$ cat src/rtl/forward_hazard_unit.sv
// Multi-port operand forwarding with a load scoreboard for variable-latency loads.
// Optional FWD_ZERO_REG_EN hardwires register 0 to zero and makes loads to it no-ops.
module forward_hazard_port #(
  parameter int DBITS = 32,
  parameter int RIW   = 4
) (
  input  logic [DBITS-1:0]  reg_data,
  input  logic [RIW-1:0]    r,
  input  logic [2**RIW-1:0] pending,
  input  logic [DBITS-1:0]  mem_data,
  input  logic [RIW-1:0]    mem_rd,
  input  logic              mem_wen,
  input  logic [DBITS-1:0]  wb_data,
  input  logic [RIW-1:0]    wb_rd,
  input  logic              wb_wen,
  input  logic              ld_done,
  input  logic [RIW-1:0]    ld_done_rd,
  input  logic [DBITS-1:0]  ld_done_data,
  output logic [DBITS-1:0]  data,
  output logic              haz
);
  logic byp;

  always_comb begin
    byp = ld_done && (ld_done_rd == r);
    if (byp)                        data = ld_done_data;
    else if (mem_wen && mem_rd == r) data = mem_data;
    else if (wb_wen && wb_rd == r)   data = wb_data;
    else                            data = reg_data;
    // a load returning this cycle is bypassed rather than stalled
    haz = pending[r] && !byp;
`ifdef FWD_ZERO_REG_EN
    if (r == '0) begin
      data = '0;
      haz  = 1'b0;
    end
`endif
  end
endmodule

module forward_hazard_unit #(
  parameter int DBITS               = 32,
  parameter int REG_INDEX_BIT_WIDTH = 4,
  parameter int NUM_RD_PORTS        = 2,
  parameter int MAX_OUTSTANDING     = 4,
  parameter int STALL_CNT_BITS      = 16
) (
  input  logic                                    clk,
  input  logic                                    reset,
  input  logic [NUM_RD_PORTS*DBITS-1:0]           regData,
  input  logic [NUM_RD_PORTS*REG_INDEX_BIT_WIDTH-1:0] regno,
  input  logic [DBITS-1:0]                        memData,
  input  logic [REG_INDEX_BIT_WIDTH-1:0]          memRd,
  input  logic                                    memWrtEn,
  input  logic [DBITS-1:0]                        wbData,
  input  logic [REG_INDEX_BIT_WIDTH-1:0]          wbRd,
  input  logic                                    wbWrtEn,
  input  logic                                    ldIssue,
  input  logic [REG_INDEX_BIT_WIDTH-1:0]          ldRd,
  input  logic                                    ldDone,
  input  logic [REG_INDEX_BIT_WIDTH-1:0]          ldDoneRd,
  input  logic [DBITS-1:0]                        ldDoneData,
  output logic [NUM_RD_PORTS*DBITS-1:0]           out,
  output logic                                    stall,
  output logic                                    ldFull,
  output logic                                    ldOvf,
  output logic [STALL_CNT_BITS-1:0]               stallCount
);
  localparam int RIW   = REG_INDEX_BIT_WIDTH;
  localparam int NREGS = 2**RIW;
  localparam int OW    = $clog2(MAX_OUTSTANDING + 1);

  logic [NREGS-1:0]        pending, pend_nxt;
  logic [OW-1:0]           outstanding, out_nxt;
  logic [NUM_RD_PORTS-1:0] haz;
  logic                    iss_req, iss_acc, done_vld;

  for (genvar p = 0; p < NUM_RD_PORTS; p++) begin : g_port
    forward_hazard_port #(.DBITS(DBITS), .RIW(RIW)) u_port (
      .reg_data    (regData[p*DBITS +: DBITS]),
      .r           (regno[p*RIW +: RIW]),
      .pending     (pending),
      .mem_data    (memData),
      .mem_rd      (memRd),
      .mem_wen     (memWrtEn),
      .wb_data     (wbData),
      .wb_rd       (wbRd),
      .wb_wen      (wbWrtEn),
      .ld_done     (ldDone),
      .ld_done_rd  (ldDoneRd),
      .ld_done_data(ldDoneData),
      .data        (out[p*DBITS +: DBITS]),
      .haz         (haz[p])
    );
  end

  assign stall = |haz;

`ifdef FWD_ZERO_REG_EN
  assign iss_req = ldIssue && (ldRd != '0);
`else
  assign iss_req = ldIssue;
`endif
  assign iss_acc  = iss_req && !ldFull;
  assign done_vld = ldDone && pending[ldDoneRd];

  // clear before set so a same-register issue keeps the entry pending
  always_comb begin
    pend_nxt = pending;
    if (done_vld) pend_nxt[ldDoneRd] = 1'b0;
    if (iss_acc)  pend_nxt[ldRd]     = 1'b1;
    case ({iss_acc, done_vld})
      2'b10:   out_nxt = outstanding + OW'(1);
      2'b01:   out_nxt = outstanding - OW'(1);
      default: out_nxt = outstanding;
    endcase
  end

  always_ff @(posedge clk or posedge reset) begin
    if (reset) begin
      pending     <= '0;
      outstanding <= '0;
      ldFull      <= 1'b0;
      ldOvf       <= 1'b0;
      stallCount  <= '0;
    end else begin
      pending     <= pend_nxt;
      outstanding <= out_nxt;
      ldFull      <= (out_nxt == OW'(MAX_OUTSTANDING));
      if (iss_req && ldFull) ldOvf <= 1'b1;
      if (stall && stallCount != '1) stallCount <= stallCount + 1'b1;
    end
  end
endmodule

$ cat config.mk
export PLATFORM = sky130hd
export DESIGN_NAME = forward_hazard_unit
export DESIGN_NICKNAME = d
export VERILOG_FILES = /design/src/rtl/forward_hazard_unit.sv
export SDC_FILE = /design/constraint.sdc
export NUM_CORES = 1
export LEC_CHECK = 0
export ABC_AREA = 1
export CORE_ASPECT_RATIO = 1.5
export CORE_UTILIZATION = 45
export DETAILED_ROUTE_END_ITERATION = 8
export PLACE_DENSITY = 0.88
export SLEW_MARGIN = 40
export SYNTH_ARGS = -nofsm -noshare
export SYNTH_HDL_FRONTEND = slang
export SYNTH_SLANG_ARGS = --single-unit
$ cat constraint.sdc
create_clock -name clk -period 7.6 [get_ports clk]
set_clock_uncertainty 0.2 [all_clocks]
set_input_delay 0.76 -clock clk [delete_from_list [all_inputs] [get_ports clk]]
set_output_delay 0.76 -clock clk [all_outputs]
set_load 0.03 [all_outputs]
==> results.sh, run 1 <==
export IMPL_yosysTopAreaCell="dfrtp_1"
export IMPL_synthesis_area_um2=5490
export IMPL_io_pins=273
export IMPL_clock_sinks=37
export IMPL_cts_buffers=5
export IMPL_die_w_um=92.2
export IMPL_finalHoldViolations=0
export IMPL_synth_area_per_cell_um2=5.36
export IMPL_grt_usage_pct=35.3
export IMPL_area_delta_synth_final_pct=52.6
export IMPL_required_ps=6640
export IMPL_critPathCaptureType="output pin"
export IMPL_drc=0
export IMPL_die_area_um2=12700
export IMPL_max_cap_violations=0
export IMPL_drive_gt1_share_pct=3.34
export IMPL_drt_wl_total_um=23600
export IMPL_setup_tns_ps=0
export IMPL_drtPass1Iterations=5
export IMPL_htreeDepth=2
export IMPL_cts_setup_buffers=0
export IMPL_crit_path_start_kind="input port"
export IMPL_antenna_found_initial=5
export IMPL_instances_no_fill=1412
export IMPL_ir_drop_uv=301
export IMPL_ff_latch_area_um2=926
export IMPL_cts_buffer_depth=2
export IMPL_cts_tree="built"
export IMPL_total_power_w=0.00136
export IMPL_post_route_min_period_ps=5430
export IMPL_maxSlewHeadroom_pct=45.9
export IMPL_cp_max_fo=34
export IMPL_leakage_nw=4.25
export IMPL_synth_top_area_share_pct=16.9
export IMPL_finalCritPeriodShare_pct=71.5
export IMPL_drtAntennaViolNets=0
export IMPL_clk_latency_ps=290
export IMPL_nets=1448
export IMPL_rsz0062_at_grt="no"
export IMPL_cts_resized=0
export IMPL_vias_per_cell=5.55
export IMPL_final_cell_mix="272 x clkdlybuf4s50_1, 204 x nand2_1, 178 x inv_1"
export IMPL_hp_class="flop to flop"
export IMPL_wire_per_inst_um=16.7
export IMPL_num_fill_cells=1113
export IMPL_power_density_nw_per_um2=162
export IMPL_io_buffers=272
export IMPL_clkTransAtPathRegs_ps=50
export IMPL_dp_hpwl_um=18100
export IMPL_multiInputGateArea_um2=3580
export IMPL_grt_max_degree=65
export IMPL_tightest_slew_ps=807
export IMPL_clockRootBuffer="clkbuf_16"
export IMPL_syn_inst=1025
export IMPL_fin_util_pct=70.1
export IMPL_synth_nets=1218
export IMPL_start_util_pct=45.9
export IMPL_synthDistinctLibCells=37
export IMPL_cp_data_arrival_time_ps=4470
export IMPL_drt_iter0_markers=496
export IMPL_status="finished, final reports clean"
export IMPL_yosys_warnings=0
export IMPL_place_area_um2=8200
export IMPL_layout_commonest_cell="clkdlybuf4s50_1"
export IMPL_grt_ovfl_total=0
export IMPL_hold_buffers=0
export IMPL_grt_pass1_vias=7024
export IMPL_slew_violations=0
export IMPL_core_um2=12000
export IMPL_setup_violations=0
export IMPL_final_cell_area_um2=8380
export IMPL_grt_pass1_wl_um=35500
export IMPL_max_freq_mhz=184
export IMPL_dp_cells=1401
export IMPL_yosys_top_cells_area="dfrtp_1 17%, nand2_1 14%, inv_1 12%"
export IMPL_dr_total_vias=7831
export IMPL_synth_seq_cells=37
export IMPL_rows=49
export IMPL_die_h_um=137
export IMPL_yosysSeqAreaShare_pct=16.9
export IMPL_criticalPathCategory="input port to output pin"
export IMPL_gp_congestion=1.01
## cell type report
cell class,count,area share [%]
multi-input cells,741,42.7
repair buffers,282,33.4
flip-flops and latches,37,11.0
inverters,188,8.42
well taps,153,2.28
clock buffers,7,1.70
clock inverters,1,0.358
diodes,3,0.0896
## Yosys cell counts
cell type	instances
a21boi_1	1
a21o_1	1
a21oi_1	118
a21oi_2	1
buf_1	3
buf_2	25
buf_4	4
buf_6	2
clkbuf_1	24
clkbuf_2	1
dfrtp_1	37
fa_1	1
ha_1	2
inv_1	178
inv_2	10
mux2_2	1
nand2_1	204
nand2_2	2
nand2_4	2
nand3_1	124
nand3_2	1
nand3b_1	1
nand3b_2	1
nand4_1	34
nand4_2	2
nor2_1	163
nor2_2	1
nor3_1	4
nor3_2	2
nor3b_1	1
nor4_4	1
o211ai_1	32
o21ai_0	8
o21ai_1	3
o22ai_1	11
xnor2_1	12
xor2_1	7
## logic make-up after synthesis
| family | count (synthesis) | synth area share [%] |
|---|---|---|
| XOR/XNOR | 19 | 3.03 |
| buffers and inverters | 247 | 18.0 |
| flip-flops | 37 | 16.9 |
| AO/OA/AOI/OAI | 175 | 17.8 |
| multiplexers | 1 | 0.205 |
| adder cells (fa/ha/maj) | 3 | 0.820 |
| AND/OR/NAND/NOR | 543 | 43.2 |
## sequential cells by signal, summed over array words and instances, names as in the netlist
register and flops:
ldOvf 1, stallCount 16, pending 16, outstanding 3, ldFull 1
## report_power, final
| part | total (W) | internal [W] | switching (W) | leakage, nW |
|---|---|---|---|---|
| Clock | 0.000242 | 0.000164 | 0.0000785 | 0.0841 |
| Combinational | 0.000798 | 0.000330 | 0.000468 | 3.69 |
| Sequential | 0.000320 | 0.000264 | 0.0000559 | 0.473 |
| Total | 0.00136 | 0.000758 | 0.000602 | 4.25 |
## critical path, stage by stage
cell and delay (ps):
clkdlybuf4s50_1 960, o21ai_0 200, a21oi_1 190, nand3b_2 600
inv_2 740, nor2_1 110, a21oi_1 180, clkdlybuf4s50_1 700
## per-layer routing
| metal | vias up | track usage (%) | part of all wire (%) |
|---|---|---|---|
| met3 | 94 | 7.45 | 9.2 |
| li1 | 3739 | - | - |
| met4 | 6 | 18.7 | 5.5 |
| met1 | 3558 | 39.1 | 36 |
| met5 | - | 0 | 0.17 |
| met2 | 434 | 63.1 | 49 |
## through the flow
step | setup slack (ps) | hold slack, ps
final | 2170 | 265
after global routing | 1920 | 282
after CTS | 2180 | 269
after detailed placement | 2220 | 253
after global placement | 2330 | 243
after floorplan | 4370 | 238
## worst paths after layout
check	startpoint	endpoint	slack, ps	cells after the start
setup / recovery	ldDone	out[54]	2170	8
hold / removal	ldOvf	ldOvf	260	1
setup reg to reg	pending[3]	ldFull	4380	16
hold reg to reg	ldOvf	ldOvf	260	1
max in group asynchronous	reset	stallCount[14]	6190	3
min in group asynchronous	reset	pending[10]	680	3
Note: power is estimated with default switching activity, not from simulation.
==> run 2, diff against run 1 <==
--- a/config.mk
+++ b/config.mk
@@ -7,9 +7,9 @@
 export LEC_CHECK = 0
 export ABC_AREA = 1
 export CORE_ASPECT_RATIO = 1.5
-export CORE_UTILIZATION = 45
+export CORE_UTILIZATION = 42
 export DETAILED_ROUTE_END_ITERATION = 8
-export PLACE_DENSITY = 0.88
+export PLACE_DENSITY = 0.83
 export SLEW_MARGIN = 40
 export SYNTH_ARGS = -nofsm -noshare
 export SYNTH_HDL_FRONTEND = slang
==> constraint.sdc (replaced) <==
create_clock -name clk -period 5.2 [get_ports clk]
set_clock_uncertainty 0.2 [all_clocks]
set_input_delay 0.52 -clock clk [delete_from_list [all_inputs] [get_ports clk]]
set_output_delay 0.52 -clock clk [all_outputs]
set_load 0.03 [all_outputs]
==> results.sh, run 2 (same netlist as run 1, synthesis figures left out) <==
export IMPL_drive_gt1_share_pct=6.35
export IMPL_finalCritPeriodShare_pct=78.9
export IMPL_rsz0062_at_grt="no"
export IMPL_post_place_ws_ps=1150
export IMPL_drt_wl_total_um=23300
export IMPL_dr_total_vias=7622
export IMPL_rows=50
export IMPL_die_area_um2=13500
export IMPL_antenna_found_initial=3
export IMPL_grt_max_degree=47
export IMPL_cp_max_fo=30
export IMPL_core_um2=12600
export IMPL_ir_drop_uv=329
export IMPL_leakage_nw=4.30
export IMPL_clockRootBuffer="clkbuf_16"
export IMPL_required_ps=4480
export IMPL_finalHoldViolations=0
export IMPL_nets=1451
export IMPL_setup_violations=0
export IMPL_io_buffers=272
export IMPL_use_met3_pct=7.80
export IMPL_grt_use_met2_pct=57.6
export IMPL_grt_ovfl_total=0
export IMPL_cts_tree="built"
export IMPL_clkTransAtPathRegs_ps=50
export IMPL_hold_ws_ps=258
export IMPL_maxSlewHeadroom_pct=45.7
export IMPL_drc=0
export IMPL_critPathCaptureType="output pin"
export IMPL_hp_class="flop to flop"
export IMPL_crit_path_start_kind="input port"
export IMPL_clk_latency_ps=280
export IMPL_area_delta_synth_final_pct=52.0
export IMPL_grt_usage_pct=33.6
export IMPL_hold_buffers=0
export IMPL_max_freq_mhz=244
export IMPL_cts_setup_buffers=0
export IMPL_slew_violations=0
export IMPL_grt_pass1_vias=7219
export IMPL_criticalPathCategory="input port to output pin"
export IMPL_tightest_slew_ps=812
export IMPL_max_cap_violations=0
export IMPL_final_cell_mix="240 x clkdlybuf4s50_1, 204 x nand2_1, 177 x inv_1"
export IMPL_io_pins=273
export IMPL_power_density_nw_per_um2=239
export IMPL_clock_sinks=37
export IMPL_htreeDepth=2
export IMPL_reg_largest_list="pending: 16 flops, stallCount: 16 flops, outstanding: 3 flops"
export IMPL_status="finished, final reports clean"
export IMPL_gp_congestion=1.00
export IMPL_top_usage_layer="met2"
export IMPL_start_util_pct=43.5
export IMPL_cts_buffers=5
export IMPL_grt_pass1_wl_um=35700
export IMPL_wire_per_inst_um=16.4
export IMPL_vias_per_cell=5.38
export IMPL_num_fill_cells=1231
export IMPL_dp_hpwl_um=17300
export IMPL_die_h_um=142
export IMPL_cts_resized=0
export IMPL_cp_data_arrival_time_ps=3380
export IMPL_layout_commonest_cell="clkdlybuf4s50_1"
export IMPL_cts_buffer_depth=2
export IMPL_setup_tns_ps=0
export IMPL_die_w_um=95.4
export IMPL_post_route_min_period_ps=4100
export IMPL_drtAntennaViolNets=0
export IMPL_drtPass1Iterations=6
export IMPL_drt_iter0_markers=390
export IMPL_setup_ws_ps=1100
export IMPL_use_met1_pct=37.3
==> run 2: worst max-delay path, stage by stage <==
cell and delay, ps:
clkdlybuf4s50_1 760, inv_2 190, a21boi_1 200, nand4_2 660
buf_4 500, nor2_1 110, nor2_1 40, a21oi_1 190
buf_4 190
==> run 2: path summary, 6_finish.rpt <==
kind / startpoint / endpoint / slack (ps) / cells after the start
max in group asynchronous: reset / stallCount[5] / 4030 / 3
setup / recovery: regno[4] / out[54] / 1100 / 9
hold / removal: ldOvf / ldOvf / 260 / 1
hold reg to reg: ldOvf / ldOvf / 260 / 1
min in group asynchronous: reset / pending[10] / 440 / 3
setup reg to reg: pending[3] / ldFull / 2090 / 16
==> run 2: cell type report <==
type / count / area (µm²) / area share, %
multi-input cells: 741 / 3580 / 42.9
repair buffers: 285 / 2740 / 32.8
flip-flops and latches: 37 / 926 / 11.1
inverters: 188 / 706 / 8.45
well taps: 156 / 195 / 2.34
clock buffers: 5 / 125 / 1.50
clock inverters: 3 / 65.1 / 0.779
diodes: 3 / 7.51 / 0.0899
==> run 2: through the flow <==
step	area (µm²)	instances	total power [W]	utilization (%)
floorplan	5490	1025	0.00115	-
detailed placement	8150	1407	0.00159	64.5
CTS	8340	1415	0.00199	66.0
global route	8340	1417	0.00213	66.0
global placement	8150	1407	0.00158	64.5
finish	8350	1418	0.00200	66.0
==> run 2: metal layers <==
metal	up-vias	wire length [µm]
met5	-	13
met4	2	1230
met3	87	2370
met1	3411	8450
li1	3751	-
met2	371	11200
==> run 2: power by group <==
part | switching (W) | leakage, nW | internal (W) | total [W]
registers | 0.0000822 | 0.473 | 0.000385 | 0.000468
logic | 0.000663 | 3.73 | 0.000473 | 0.00114
clock network | 0.000119 | 0.0938 | 0.000274 | 0.000393
total | 0.000864 | 4.30 | 0.00113 | 0.00200
==> run 3, diff against run 2 <==
==> constraint.sdc (replaced) <==
create_clock -name clk -period 4.3 [get_ports clk]
set_clock_uncertainty 0.2 [all_clocks]
set_input_delay 0.43 -clock clk [delete_from_list [all_inputs] [get_ports clk]]
set_output_delay 0.43 -clock clk [all_outputs]
set_load 0.03 [all_outputs]
==> results.sh, run 3 (same netlist as run 1, synthesis figures left out) <==
export IMPL_finalCritPeriodShare_pct=88.4
export IMPL_grt_max_degree=65
export IMPL_io_pins=273
export IMPL_maxSlewHeadroom_pct=56.5
export IMPL_dp_hpwl_um=18400
export IMPL_num_fill_cells=1227
export IMPL_fin_util_pct=66.1
export IMPL_crit_family="buffers and inverters"
export IMPL_cts_tree="built"
export IMPL_cp_depth=9
export IMPL_clkTransAtPathRegs_ps=50
export IMPL_slew_violations=0
export IMPL_vias_per_cell=5.36
export IMPL_cts_buffer_depth=2
export IMPL_wire_per_inst_um=16.6
export IMPL_cp_slowest_stage_delay_ps=700
export IMPL_grt_pass1_vias=7206
export IMPL_hold_buffers=0
export IMPL_leakage_nw=4.37
export IMPL_rows=50
export IMPL_grt_pass1_wl_um=36600
export IMPL_rsz0062_at_grt="no"
export IMPL_cp_max_fo=21
export IMPL_core_um2=12600
export IMPL_multiInputGateArea_um2=3580
export IMPL_post_place_ws_ps=430
export IMPL_reg_largest_list="pending: 16 flops, stallCount: 16 flops, outstanding: 3 flops"
export IMPL_path_buf_inv=4
export IMPL_r2r_start="pending[1]"
export IMPL_rrSetupSlack_ps=1170
export IMPL_tightest_slew_ps=651
export IMPL_r2r_end="ldFull"
export IMPL_critPathCaptureType="output pin"
export IMPL_drtAntennaViolNets=0
export IMPL_crit_chain="clkdlybuf4s50_1 -> inv_1 -> o22ai_1 -> nor2_1 -> nand3_2 -> inv_2 -> a21oi_1 -> a21oi_1 -> clkdlybuf4s50_1"
export IMPL_max_freq_mhz=263
export IMPL_io_buffers=272
export IMPL_cp_endpoint="out[0]"
export IMPL_ir_drop_uv=540
export IMPL_clock_sinks=37
export IMPL_antenna_found_initial=4
export IMPL_worstRegToRegCells=16
export IMPL_ff_latch_area_um2=926
export IMPL_area_delta_synth_final_pct=52.1
export IMPL_post_route_min_period_ps=3800
export IMPL_clk_latency_ps=280
export IMPL_drtPass1Iterations=6
export IMPL_required_ps=3670
export IMPL_clockRootBuffer="clkbuf_16"
export IMPL_nets=1462
export IMPL_hp_class="flop to flop"
export IMPL_cts_setup_buffers=0
export IMPL_start_util_pct=43.5
export IMPL_drive_gt1_share_pct=9.13
export IMPL_final_cell_mix="212 x clkdlybuf4s50_1, 204 x nand2_1, 178 x inv_1"
export IMPL_grt_ovfl_total=0
export IMPL_die_area_um2=13500
export IMPL_setup_ws_ps=500
export IMPL_grt_usage_pct=34.3
export IMPL_hold_ws_ps=281
export IMPL_crit_path_start_kind="input port"
export IMPL_status="finished, final reports clean"
export IMPL_drc=0
export IMPL_setup_tns_ps=0
export IMPL_max_cap_violations=0
export IMPL_finalHoldViolations=0
export IMPL_cts_buffers=5
export IMPL_critical_path_startpoint="regno[1]"
export IMPL_die_h_um=142
export IMPL_drt_wl_total_um=23800
export IMPL_gp_congestion=0.943
export IMPL_die_w_um=95.4
export IMPL_cp_data_arrival_time_ps=3170
export IMPL_dp_cells=1418
export IMPL_dr_total_vias=7663
export IMPL_cts_resized=0
export IMPL_layout_commonest_cell="clkdlybuf4s50_1"
export IMPL_criticalPathCategory="input port to output pin"
export IMPL_power_density_nw_per_um2=286
export IMPL_drt_iter0_markers=484
export IMPL_htreeDepth=2
export IMPL_instances_no_fill=1429
export IMPL_crit_path_top_delay_cell="clkdlybuf4s50_1"
export IMPL_setup_violations=0
==> run 3: per-layer routing <==
layer / up-vias / GRT usage, % / wire length, µm
met4: 2 / 17.1 / 1250
li1: 3774 / - / -
met3: 77 / 7.69 / 2220
met5: - / 0 / 13
met1: 3431 / 39.0 / 8710
met2: 379 / 59.0 / 11600
==> run 3: layout make-up <==
class                      instances  share of cell area, %
multi-input combinational        741                   42.9
timing repair buffer             296                   33.1
sequential                        37                   11.1
inverter                         188                   8.45
tap                              156                   2.34
clock buffer                       7                   1.71
clock inverter                     1                  0.360
antenna                            3                 0.0899
==> run 3: worst min-delay path by stage <==
stage | cells after the start | endpoint | startpoint
3_3_place_gp | 1 | ldOvf | ldOvf
4_1_cts | 1 | outstanding[2] | outstanding[2]
3_5_place_dp | 2 | pending[11] | pending[11]
6_report | 2 | pending[11] | pending[11]
2_1_floorplan | 1 | outstanding[2] | outstanding[2]
5_1_grt | 1 | outstanding[2] | outstanding[2]
==> run 3: tightest hold or removal path: stages, from the launching register on <==
cell and delay (ps):
dfrtp_1 340, nand2_1 50, nand3_1 50
==> run 3: per-stage QoR <==
step / power (W) / area [µm²]
floorplan: 0.00139 / 5490
global placement: 0.00193 / 8170
detailed placement: 0.00195 / 8170
CTS: 0.00240 / 8340
global route: 0.00256 / 8350
finish: 0.00239 / 8350
==> run 3: power breakdown <==
group	internal (W)	total [W]	switching (W)	leakage, nW
Combinational	0.000569	0.00139	0.000819	3.82
Sequential	0.000466	0.000570	0.000104	0.473
Clock	0.000290	0.000433	0.000144	0.0841
Total	0.00132	0.00239	0.00107	4.37
